[config.mk]
export PLATFORM = sky130hd
export DESIGN_NAME = varredura_matriz_flat
export DESIGN_NICKNAME = d
export VERILOG_FILES = /design/src/rtl/varredura_matriz_pkg.sv /design/src/rtl/varredura_matriz_if.sv /design/src/rtl/varredura_matriz_divisor_tick.sv /design/src/rtl/varredura_matriz.sv /design/src/flat_wrapper.sv
export SDC_FILE = /design/constraint.sdc
export NUM_CORES = 1
export LEC_CHECK = 0
export CAP_MARGIN = 20
export CORE_ASPECT_RATIO = 0.6
export CORE_MARGIN = 5
export CORE_UTILIZATION = 30
export CTS_BUF_LIST = sky130_fd_sc_hd__clkbuf_4
export CTS_CLUSTER_SIZE = 14
export DETAILED_ROUTE_END_ITERATION = 10
export PLACE_DENSITY_LB_ADDON = 0.3
export SLEW_MARGIN = 10
export SYNTH_ARGS = -nofsm -noshare
export SYNTH_HDL_FRONTEND = slang
export SYNTH_HIERARCHICAL = 1
export SYNTH_SLANG_ARGS = --single-unit
[constraint.sdc]
create_clock -name clk -period 2.8 [get_ports clk]
set_input_delay 0.84 -clock clk [delete_from_list [all_inputs] [get_ports clk]]
set_output_delay 0.84 -clock clk [all_outputs]
set_load 0.01 [all_outputs]
[src/rtl/varredura_matriz_pkg.sv]
// Shared codes and helpers for the LED matrix scan sequencer.
// Level/mode encodings, FSM phases and the image-select bundle.
package varredura_matriz_pkg;

    localparam int unsigned LINHAS = 7;

    localparam logic [1:0] NIVEL_CRIT  = 2'b00;
    localparam logic [1:0] NIVEL_BAIXO = 2'b01;
    localparam logic [1:0] NIVEL_MEDIO = 2'b10;
    localparam logic [1:0] NIVEL_ALTO  = 2'b11;

    localparam logic [1:0] MODO_NENHUM      = 2'b00;
    localparam logic [1:0] MODO_ASPERSAO    = 2'b01;
    localparam logic [1:0] MODO_GOTEJAMENTO = 2'b10;

    typedef enum logic {
        FASE_NIVEL = 1'b0,
        FASE_IRRIG = 1'b1
    } fase_e;

    typedef struct packed {
        logic crit;
        logic baix;
        logic med;
        logic alt;
        logic asp;
        logic got;
    } imagem_t;

    function automatic imagem_t icone_nivel(input logic [1:0] nivel);
        imagem_t img;
        img = '0;
        unique case (nivel)
            NIVEL_CRIT:  img.crit = 1'b1;
            NIVEL_BAIXO: img.baix = 1'b1;
            NIVEL_MEDIO: img.med  = 1'b1;
            NIVEL_ALTO:  img.alt  = 1'b1;
        endcase
        return img;
    endfunction

    // Mode 11 is invalid and behaves like "no irrigation".
    function automatic logic modo_valido(input logic [1:0] modo);
        return (modo == MODO_ASPERSAO) || (modo == MODO_GOTEJAMENTO);
    endfunction

endpackage

[src/rtl/varredura_matriz_if.sv]
// Scan bus between the sequencer and the column demux / status inputs.
interface varredura_matriz_if;
    logic [1:0] nivel;
    logic [1:0] modo;
    logic [2:0] S;
    logic [6:0] Linha;
    logic       Crit_001;
    logic       Baix_010;
    logic       Med_011;
    logic       Alt_100;
    logic       Asp_101;
    logic       Got_110;
    logic       fim_quadro;

    modport master (
        input  nivel, modo,
        output S, Linha, Crit_001, Baix_010, Med_011, Alt_100, Asp_101, Got_110, fim_quadro
    );

    modport slave (
        output nivel, modo,
        input  S, Linha, Crit_001, Baix_010, Med_011, Alt_100, Asp_101, Got_110, fim_quadro
    );
endinterface

[src/rtl/varredura_matriz_divisor_tick.sv]
// Prescaler: counts 0..DIV-1 and pulses tick for one cycle at DIV-1.
module divisor_tick #(
    parameter int unsigned DIV = 4
) (
    input  logic clk,
    input  logic reset,
    output logic tick
);
    localparam int unsigned W = (DIV > 1) ? $clog2(DIV) : 1;

    logic [W-1:0] cnt_q;

    assign tick = (cnt_q == W'(DIV - 1));

    always_ff @(posedge clk) begin
        if (reset) begin
            cnt_q <= '0;
        end else if (tick) begin
            cnt_q <= '0;
        end else begin
            cnt_q <= cnt_q + 1'b1;
        end
    end
endmodule

[src/rtl/varredura_matriz.sv]
// Row scan sequencer for the 7x5 status matrix; alternates the level icon
// with the irrigation icon every QUADROS_IMG frames.
module varredura_matriz
    import varredura_matriz_pkg::*;
#(
    parameter int unsigned DIV_LINHA   = 50000,
    parameter int unsigned QUADROS_IMG = 100
) (
    input logic                 clk,
    input logic                 reset,
    varredura_matriz_if.master  bus
);
    localparam int unsigned CntW = (QUADROS_IMG > 1) ? $clog2(QUADROS_IMG) : 1;

    logic            tick;
    logic            fronteira;
    logic            modo_ok;
    logic            limite;
    logic [2:0]      s_q, s_d;
    fase_e           fase_q, fase_d;
    logic [CntW-1:0] cnt_q, cnt_d;
    imagem_t         img_q, img_d;
    logic            fim_q, fim_d;

    divisor_tick #(
        .DIV (DIV_LINHA)
    ) u_divisor_tick (
        .clk   (clk),
        .reset (reset),
        .tick  (tick)
    );

    assign fronteira = tick && (s_q == 3'(LINHAS));
    assign limite    = (cnt_q == CntW'(QUADROS_IMG - 1));

    always_ff @(posedge clk) begin
        if (reset) begin
            s_q    <= 3'(LINHAS);
            fase_q <= FASE_NIVEL;
            cnt_q  <= '0;
            img_q  <= '0;
            fim_q  <= 1'b0;
        end else begin
            s_q    <= s_d;
            fase_q <= fase_d;
            cnt_q  <= cnt_d;
            img_q  <= img_d;
            fim_q  <= fim_d;
        end
    end

    // Inputs are only looked at on the 7->1 wrap, so icons never change mid-frame.
    always_comb begin
        s_d     = s_q;
        fase_d  = fase_q;
        cnt_d   = cnt_q;
        img_d   = img_q;
        fim_d   = fronteira;
        modo_ok = modo_valido(bus.modo);

        if (tick) begin
            s_d = fronteira ? 3'd1 : s_q + 3'd1;
        end

        if (fronteira) begin
            unique case (fase_q)
                FASE_NIVEL: begin
                    img_d = icone_nivel(bus.nivel);
                    if (limite) begin
                        cnt_d = '0;
                        if (modo_ok) begin
                            fase_d = FASE_IRRIG;
                        end
                    end else begin
                        cnt_d = cnt_q + 1'b1;
                    end
                end
                FASE_IRRIG: begin
                    if (!modo_ok) begin
                        // Mode dropped: fall back to the level icon right away.
                        fase_d = FASE_NIVEL;
                        cnt_d  = '0;
                        img_d  = icone_nivel(bus.nivel);
                    end else begin
                        img_d     = '0;
                        img_d.asp = (bus.modo == MODO_ASPERSAO);
                        img_d.got = (bus.modo == MODO_GOTEJAMENTO);
                        if (limite) begin
                            cnt_d  = '0;
                            fase_d = FASE_NIVEL;
                        end else begin
                            cnt_d = cnt_q + 1'b1;
                        end
                    end
                end
            endcase
        end
    end

    always_comb begin
        bus.S          = s_q;
        bus.Linha      = ~(7'd1 << (s_q - 3'd1));
        bus.Crit_001   = img_q.crit;
        bus.Baix_010   = img_q.baix;
        bus.Med_011    = img_q.med;
        bus.Alt_100    = img_q.alt;
        bus.Asp_101    = img_q.asp;
        bus.Got_110    = img_q.got;
        bus.fim_quadro = fim_q;
    end
endmodule
[src/flat_wrapper.sv]
// flat-port wrapper written by rule: the top's interface ports become plain ports
module varredura_matriz_flat import varredura_matriz_pkg::*;
#(
    parameter int unsigned DIV_LINHA   = 50000,
    parameter int unsigned QUADROS_IMG = 100
)
  (clk, reset, bus_nivel, bus_modo, bus_S, bus_Linha, bus_Crit_001, bus_Baix_010, bus_Med_011, bus_Alt_100, bus_Asp_101, bus_Got_110, bus_fim_quadro);
  varredura_matriz_if bus_i ();
  input logic clk;
  input logic reset;
  input wire logic [$bits(bus_i.nivel)-1:0] bus_nivel;
  input wire logic [$bits(bus_i.modo)-1:0] bus_modo;
  output wire logic [$bits(bus_i.S)-1:0] bus_S;
  output wire logic [$bits(bus_i.Linha)-1:0] bus_Linha;
  output wire logic [$bits(bus_i.Crit_001)-1:0] bus_Crit_001;
  output wire logic [$bits(bus_i.Baix_010)-1:0] bus_Baix_010;
  output wire logic [$bits(bus_i.Med_011)-1:0] bus_Med_011;
  output wire logic [$bits(bus_i.Alt_100)-1:0] bus_Alt_100;
  output wire logic [$bits(bus_i.Asp_101)-1:0] bus_Asp_101;
  output wire logic [$bits(bus_i.Got_110)-1:0] bus_Got_110;
  output wire logic [$bits(bus_i.fim_quadro)-1:0] bus_fim_quadro;
  assign bus_i.nivel = bus_nivel;
  assign bus_i.modo = bus_modo;
  assign bus_S = bus_i.S;
  assign bus_Linha = bus_i.Linha;
  assign bus_Crit_001 = bus_i.Crit_001;
  assign bus_Baix_010 = bus_i.Baix_010;
  assign bus_Med_011 = bus_i.Med_011;
  assign bus_Alt_100 = bus_i.Alt_100;
  assign bus_Asp_101 = bus_i.Asp_101;
  assign bus_Got_110 = bus_i.Got_110;
  assign bus_fim_quadro = bus_i.fim_quadro;
  varredura_matriz #(.DIV_LINHA(DIV_LINHA), .QUADROS_IMG(QUADROS_IMG)) u_core (.clk(clk), .reset(reset), .bus(bus_i));
endmodule
==> metrics.txt <==
status finished, final reports clean; Starting Density 31.4%; Comb pwr share 3.9%; clock skew 7.99 ps; CP Launch Type flip-flop; Switch Pwr 0.172 mW; Worst Hold Class reg -> reg; Die Wd 105 um; commonest non-fill, non-tap cell in the layout dfxtp_1; Final Cycle Share 95.7%; CTS tree done; DR pass1 iterations 4; register share of total power 62.2%; TritonCTS Buffers 5; initial antenna violation count 0; clock share of power 33.9%; syn_nets 203; post-synth top area share 42.0%; final setup fails 0; Fillers 538; IO Port Bufs 22; largest net degree at the start of global routing 13; Cells after Synth 186; Reg clk slew, reported paths 90 ps; initial DRC count 67; pwr dens 398 nW/um^2; Num Clock Sinks 34; die area 7020 sq um; Die Span Y 66.9 um; register area share after synthesis 42.0%; fin. max-slew vios 0; final layout net count 230; area of the multi-input gates 868 sq um; Crit Path Max Fanout 6; final WL 3330 um; Post-CTS Setup Inserts 0; Yosys reg bits 34; Vias 1278; vias in the first global route 1217; worst setup path class reg -> out; Root Buffer Master clkbuf_4; CP Capture Type primary output; Post-Place Setup Slack 185 ps; critical path data required time 1960 ps; Antenna diodes 0; GPL Wtd Cong 0.775; Hold Vio Cnt, Final 0; Pleak 0.714 nW; Final TNS setup 0 ps; P&R area growth vs syn 21.9%; Post-Syn Area 1620 sq um; yosys warns 6; unrepaired setup endpoints after global routing no; clk_lat worst skew 330 ps; DRC violations left 0; fin area 1980 sq um; max_slew headroom 69.3%; first-pass GRT wire length 5680 um; routed vias/inst 4.58; synth top area cells dfxtp_1 42%, ha_1 8.5%, xnor2_1 7.6%, nor2_1 6.0%, nand2_1 5.3%; register area 688 sq um; post-synth top area cell dfxtp_1; clock tree buffer depth 2; post-DP HPWL 2530 um; I/O pins 23; Slew @ Worst Pin 458 ps; post-route setup slack 119 ps; grt total ovfl 0; Total GRT Usage 10.3%; syn_area_per_cell 8.71 sq um; routed wire length per instance 11.9 um; hold-fix buffers at CTS 0; f_max 0.373 GHz; hold_ws 462 ps; num rows 20; Core ar. 5150 sq um; most frequent cells in the layout 32 x dfxtp_1, 26 x nor2_1, 23 x nand2_1; worst vdd ir 150 uV; dpl cell area 1900 sq um; Synth cell types 33; P_int 0.613 mW; H-tree lvl count 2; Final min period 2680 ps; post-route ant nets 0; critical path arrival 1840 ps; share of cells above drive strength 1 7.98%; Switching Share 21.9%; max_cap viols 0
-- critical path, stage by stage, from the launching register on --
cell and delay [ps]:
dfxtp_4 390, inv_1 60, ha_1 220, ha_4 240, nand2_1 70, clkdlybuf4s50_1 530
-- flip-flops by register name, summed over array words and instances, names as in the netlist --
name                         flops
u_core/bus.Got_110               1
u_core/bus.Med_011               1
u_core/fase_q                    1
u_core/bus.fim_quadro            1
u_core/bus.Asp_101               1
u_core/bus.S                     3
u_core/bus.Baix_010              1
u_core/bus.Crit_001              1
u_core/u_divisor_tick/cnt_q     16
u_core/bus.Alt_100               1
u_core/cnt_q                     7
-- layout make-up --
type | count | area share, %
clock buffers | 7 | 2.66
flip-flops and latches | 34 | 34.8
well taps | 66 | 4.18
multi-input cells | 135 | 44.0
inverters | 13 | 2.47
repair buffers | 24 | 11.9
-- cells in the mapped netlist, drive strengths merged --
cell type	number
nor4b	1
o21ai	6
and4b	1
nor4bb	2
nor2	26
nand4	7
xnor2	14
clkbuf	1
a31o	1
and2b	1
nor4	4
and3	1
o211ai	2
inv	13
a21oi	4
a32o	1
or4	1
nand2b	4
and4	1
a211oi	1
xor2	5
nand3	8
nand2	23
and2	1
dfxtp	34
nor3	6
or2	1
buf	3
a31oi	2
ha	11
-- timing repair --
item,4_1_cts,5_1_grt
cloned,0,0
setup endpoints to repair,6,1
resized for setup,7,1
-- per-stage QoR --
stage          util (%)  cells  power, mW
3_5_place_dp       36.9    272      0.533
5_1_grt            38.3    279      0.826
6_report           38.3    279      0.786
2_1_floorplan         -    186      0.521
4_1_cts            38.3    279      0.798
3_3_place_gp       36.9    272      0.533
-- per-layer routing --
metal  track usage, %  part of all wire (%)
met5                0                     0
met4             4.78                   1.5
met3             4.74                   7.1
met2             12.8                    34
met1             14.5                    58
-- power groups by stage --
stage	clock, mW	combinational (mW)	sequential, mW
CTS	0.278	0.0315	0.489
finish	0.266	0.0309	0.489
detailed placement	0	0.0314	0.502
global route	0.302	0.0346	0.490
floorplan	0	0.0202	0.501
global placement	0	0.0311	0.502
-- cell families after synthesis --
logic type      count (synthesis)  share of synthesized area, %
simple gates                   88                          27.6
flops                          34                          42.0
xor+xnor                       19                          10.3
compound gates                 17                          6.41
buf+inv                        17                          5.17
fa+ha+maj                      11                          8.49
-- path summary, 6_finish.rpt --
check / slack [ps] / to / depth (start not counted) / startpoint
worst max register to register: 520 / u_core/cnt_q[5]$_SDFFE_PP0P_ / 7 / u_core/u_divisor_tick/cnt_q[0]$_SDFF_PP0_
worst max-delay path: 120 / bus_Linha[5] / 5 / u_core/bus.S[0]$_SDFFE_PP1P_
worst min-delay path: 460 / u_core/bus.Crit_001$_SDFFE_PP0P_ / 2 / u_core/bus.Crit_001$_SDFFE_PP0P_
worst min register to register: 460 / u_core/bus.Crit_001$_SDFFE_PP0P_ / 2 / u_core/bus.Crit_001$_SDFFE_PP0P_
No activity file was read; power rests on OpenSTA's default activity.
==> RTL edit 1 (same settings) <==
`QUADROS_IMG` is set to 100 in 2 places; all go to 50.
--- a/src/rtl/varredura_matriz.sv
+++ b/src/rtl/varredura_matriz.sv
@@ -4,7 +4,7 @@
     import varredura_matriz_pkg::*;
 #(
     parameter int unsigned DIV_LINHA   = 50000,
-    parameter int unsigned QUADROS_IMG = 100
+    parameter int unsigned QUADROS_IMG = 50
 ) (
     input logic                 clk,
     input logic                 reset,
--- a/src/flat_wrapper.sv
+++ b/src/flat_wrapper.sv
@@ -2,7 +2,7 @@
 module varredura_matriz_flat import varredura_matriz_pkg::*;
 #(
     parameter int unsigned DIV_LINHA   = 50000,
-    parameter int unsigned QUADROS_IMG = 100
+    parameter int unsigned QUADROS_IMG = 50
 )
   (clk, reset, bus_nivel, bus_modo, bus_S, bus_Linha, bus_Crit_001, bus_Baix_010, bus_Med_011, bus_Alt_100, bus_Asp_101, bus_Got_110, bus_fim_quadro);
   varredura_matriz_if bus_i ();
Function: no difference found for any inputs over 10 cycles, from zero or initial values and one cycle with reset high; that may be too few to reach the edited logic, so the function may still have changed.
==> RTL edit 1 against the original RTL <==
Critical path depth is the same. Utilization rose by 0.36 points. Non-clock buffer count up 1. Critical path type unchanged. Setup slack worse by 0.00077 ns. Final area grew 0.95%. Die area rose by 0.41%. Largest cell class unchanged. Count of clock-buffer cells in the layout shrank 2. Sequential cell count fell by 1. Worst hold slack got worse by 0.0011 ns. Register-to-register slack better by 0.11 ns. Power shrank 3.4%. Routed wire length down 0.81%. Area after synthesis increased by 0.46%.
==> RTL edit 1: results (changes against the original RTL) <==
{| class="wikitable"
! Metric !! Value
|-
| Result of the run || completed
|-
| Total placed instance area || 1920 µm² (+0.92%)
|-
| Mean routed wirelength per cell || 11.7 µm (-2.2%)
|-
| Via count of the first global-routing pass || 1144 (-6.0%)
|-
| Wire length on met3 || 132 µm (-44%)
|-
| Internal power contribution || 580 µW (-5.4%)
|-
| Number of instances in the synthesized netlist || 190 (+2.2%)
|-
| R2R depth || 7 (unchanged)
|-
| Critical register-to-register path endpoint || u_core/cnt_q[4]
|-
| Pin count of the biggest net entering global routing || 18 (+5)
|-
| Number of antenna violations at the first check in global routing || 0 (unchanged)
|-
| Sequential power share || 63.5% (+1.3 points)
|-
| Total power density per cell area || 381 nW/µm² (-4.3%)
|-
| Time the final worst path needs with I/O delays and setup || 2.68 ns (+0.000768 ns)
|-
| Number of DRC violations after detailed-routing iteration 0 || 80 (+19%)
|-
| Share of post-route cells with drive strength above 1 || 8.29% (+0.31 points)
|-
| Number of inserted filler cells in the final layout || 545 (+1.3%)
|-
| Most used standard cells in the synthesized netlist || dfxtp_1, nor2_1, nand2_1
|-
| Total routed wire length on the met1 layer || 2.00 mm (+4.0%)
|-
| Detailed-routed wire length on met2 || 1.16 mm (+3.2%)
|-
| Clock share of power || 32.2% (-1.7 points)
|-
| HP Start || u_core/bus.Med_011
|-
| Hold_ws || 0.461 ns (-0.00114 ns)
|-
| Number of nets in the finished design || 235 (+2.2%)
|-
| Arithmetic-cell share of the synthesized area counting full adders, half adders and majority gates || 9.22% (+0.73 points)
|-
| Capture point of the worst path || bus_Linha[4]
|-
| Launch point of the worst path || u_core/bus.S[0]
|-
| Routability cong. || 0.750 (-3.2%)
|-
| Maximum clock skew at final layout || 0.0134 ns (+0.00542 ns)
|-
| Net count after synthesis || 208 (+2.5%)
|-
| Wire length of the first global-routing pass || 5.60 mm (-1.3%)
|-
| Complex-gate fraction of the synthesized area || 7.84% (+1.4 points)
|-
| Post-layout instance count excluding filler cells || 283 (+1.4%)
|-
| Met2 track demand over resource || 12.6% (-0.16 points)
|-
| XOR/XNOR Fraction of Synth Area || 7.53% (-2.7 points)
|-
| Rel. slew slack || 65.4% (-3.8 points)
|-
| Total number of vias || 1285 (+0.55%)
|-
| Met3 demand-to-capacity share in global routing || 2.90% (-1.8 points)
|-
| Met1 GRT Util || 14.9% (+0.35 points)
|-
| Largest cells by area after synthesis || dfxtp_1, ha_1, xnor2_1
|-
| Worst reg-to-reg setup slack || 0.63 ns (+0.11 ns)
|-
| Number of library cell types mapped by synthesis || 38 (+15%)
|-
| Detail Placement HPWL || 2.46 mm (-2.5%)
|-
| IR drop worst, VDD || 0.183 mV (+22%)
|-
| Total GRT Usage || 9.80% (-0.49 points)
|-
| CTS buffer count || 5 (unchanged)
|-
| Leak pwr || 0.000703 µW (-1.6%)
|-
| Post-CTS sizing || 4 (-3)
|-
| Post-Place Setup Slack || 0.194 ns (+0.00847 ns)
|-
| Register area share after synthesis || 40.6% (-1.4 points)
|-
| Multiplexer share of the synthesized area || 0.692% (+0.69 points)
|}
==> RTL edit 1: cell types whose count changed after synthesis, sizes merged, moves of 2 or more <==
cell / before / now
a21oi: 4 / 10
or3: 0 / 4
xor2: 5 / 1
nand2: 23 / 20
nand3: 8 / 11
nand4: 7 / 4
o21ai: 6 / 3
inv: 13 / 11
or3b: 0 / 2
==> RTL edit 1: worst min-delay path by stage <==
stage,endpoint,cells past startpoint
2_1_floorplan,u_core/u_divisor_tick/cnt_q[0],1
5_1_grt,u_core/bus.Med_011,2
4_1_cts,u_core/bus.Med_011,2
6_report,u_core/bus.Med_011,2
3_5_place_dp,u_core/bus.Baix_010,2
3_3_place_gp,u_core/bus.Baix_010,2
==> RTL edit 1: cell type report <==
type	count	area [µm²]	share of cell area, %
multi-input cells	141	906	45.4
flip-flops and latches	33	666	33.4
repair buffers	25	250	12.5
well taps	66	82.6	4.14
inverters	11	41.3	2.07
clock buffers	5	37.5	1.88
clock inverters	2	11.3	0.565
==> RTL edit 2 (same flow settings) <==
Made on the original files. Compare `cnt_q` against `CntW'(QUADROS_IMG - 1)` with >= in place of ==.
--- a/src/rtl/varredura_matriz.sv
+++ b/src/rtl/varredura_matriz.sv
@@ -31,7 +31,7 @@
     );
 
     assign fronteira = tick && (s_q == 3'(LINHAS));
-    assign limite    = (cnt_q == CntW'(QUADROS_IMG - 1));
+    assign limite    = (cnt_q >= CntW'(QUADROS_IMG - 1));
 
     always_ff @(posedge clk) begin
         if (reset) begin
Function: same outputs for any inputs over 10 cycles, from zero or initial values and one cycle with reset high; that may be too few to reach the edited logic, so the function may still have changed.
==> RTL edit 2 against the original RTL <==
Final area is 9.2% higher. Setup slack worse by 0.016 ns. Critical path depth stayed put. First-iteration DRC count is 36% higher. Highest routed layer unchanged. Non-clock buffer count is 2 higher. Sequential cell count stayed put. Area after synthesis is 8.6% higher. Routed wire length is 16% higher. Critical endpoint is now bus_Linha[6]. Clock skew is 0.0013 ns higher. Clock power hardly changed. Final cell count is 9.7% higher. Power is 2.2% higher. Global-route usage is 0.72 points higher.
==> RTL edit 2: results (changes against the original RTL) <==
{| class="wikitable"
! Metric !! Value
|-
| Critical register-to-register path endpoint || u_core/bus.Asp_101
|-
| Rel. slew slack || 61.9% (-7.4 points)
|-
| Complex-gate fraction of the synthesized area || 11.4% (+5.0 points)
|-
| Detail Placement HPWL || 2.85 mm (+13%)
|-
| Total wire length after detailed routing || 3.86 mm (+16%)
|-
| Number of nets in the finished design || 242 (+5.2%)
|-
| Count of clock-net buffers in the final layout || 6 (-1)
|-
| Pin count of the biggest net entering global routing || 16 (+3)
|-
| Number of library cell types mapped by synthesis || 40 (+21%)
|-
| Multi-input gate count || 148 (+9.6%)
|-
| NonClk Buf Share || 11.6% (-0.31 points)
|-
| Share of the cycle needed by the critical path after routing || 96.3% (+0.55 points)
|-
| Via density per instance || 4.73 (+3.3%)
|-
| Net count after synthesis || 216 (+6.4%)
|-
| Switching part of the total || 23.9% (+2.0 points)
|-
| Register share of the cell area || 31.7% (-3.2 points)
|-
| Arithmetic-cell share of the synthesized area counting full adders, half adders and majority gates || 7.82% (-0.68 points)
|-
| Result of the run || completed
|-
| Most used standard cells in the synthesized netlist || dfxtp_1, nand2_1, nor2_1
|-
| Register area share after synthesis || 38.7% (-3.3 points)
|-
| HP Start || u_core/bus.Asp_101
|-
| Biggest fanout along the worst timing path || 6 (unchanged)
|-
| Capture point of the worst path || bus_Linha[6]
|-
| Routability cong. || 0.760 (-1.9%)
|-
| Number of DRC violations after detailed-routing iteration 0 || 91 (+36%)
|-
| Largest cells by area after synthesis || dfxtp_1, ha_1, xnor2_1
|-
| Critical Path AT || 1.86 ns (+0.02 ns)
|-
| Wire length of the first global-routing pass || 6.76 mm (+19%)
|-
| Maximum clock skew at final layout || 0.00934 ns (+0.00134 ns)
|-
| Total GRT Usage || 11.0% (+0.72 points)
|-
| Share of post-route cells with drive strength above 1 || 10.6% (+2.6 points)
|-
| Leak pwr || 0.000728 µW (+2.0%)
|-
| Clock share of power || 33.3% (-0.6 points)
|-
| IR drop worst, VDD || 0.163 mV (+8.6%)
|-
| Via count of the first global-routing pass || 1359 (+12%)
|}
-- RTL edit 2: changes by cell type after synthesis, moves of 3 or more --
cell / unedited run / this run
nand3_1: 7 / 14
or3_1: 0 / 5
a221oi_2: 0 / 4
nor2_1: 26 / 22
a21oi_1: 4 / 7
inv_1: 13 / 10
nand2b_1: 4 / 1
nand4b_1: 0 / 3
xor2_1: 5 / 2
-- RTL edit 2: worst min-delay path by stage --
stage / depth (start not counted) / slack (ns) / end
floorplan: 1 / 0.43 / u_core/u_divisor_tick/cnt_q[0]
global placement: 2 / 0.45 / u_core/bus.Asp_101
finish: 2 / 0.46 / u_core/bus.Asp_101
CTS: 2 / 0.47 / u_core/bus.Asp_101
detailed placement: 2 / 0.45 / u_core/bus.Asp_101
global route: 2 / 0.48 / u_core/bus.Alt_100
-- RTL edit 2: stage by stage --
step	hold slack [ns]	cell area (µm²)	util, %	std cells	power (µW)
global placement	0.446	2070	36.9	298	547
CTS	0.466	2140	38.0	306	811
floorplan	0.430	1760	-	199	532
finish	0.457	2160	38.4	306	803
detailed placement	0.447	2070	36.9	298	547
global route	0.484	2160	38.4	306	842
-- RTL edit 2: what timing repair did --
item	in CTS	in global routing
hold endpoints to repair	0	0
buffers inserted	0	0
setup endpoints to repair	5	7
resized for setup	2	4
pin swaps	0	1
-- RTL edit 2: per-layer routing --
| layer | routed length (µm) | up-vias | share of wire [%] | global-route usage [%] |
|---|---|---|---|---|
| li1 | - | 753 | - | - |
| met1 | 2280 | 653 | 59 | 18.0 |
| met2 | 1350 | 37 | 35 | 13.0 |
| met3 | 176 | 5 | 4.6 | 2.98 |
| met4 | 51 | 0 | 1.3 | 3.78 |
| met5 | 0 | - | 0 | 0 |
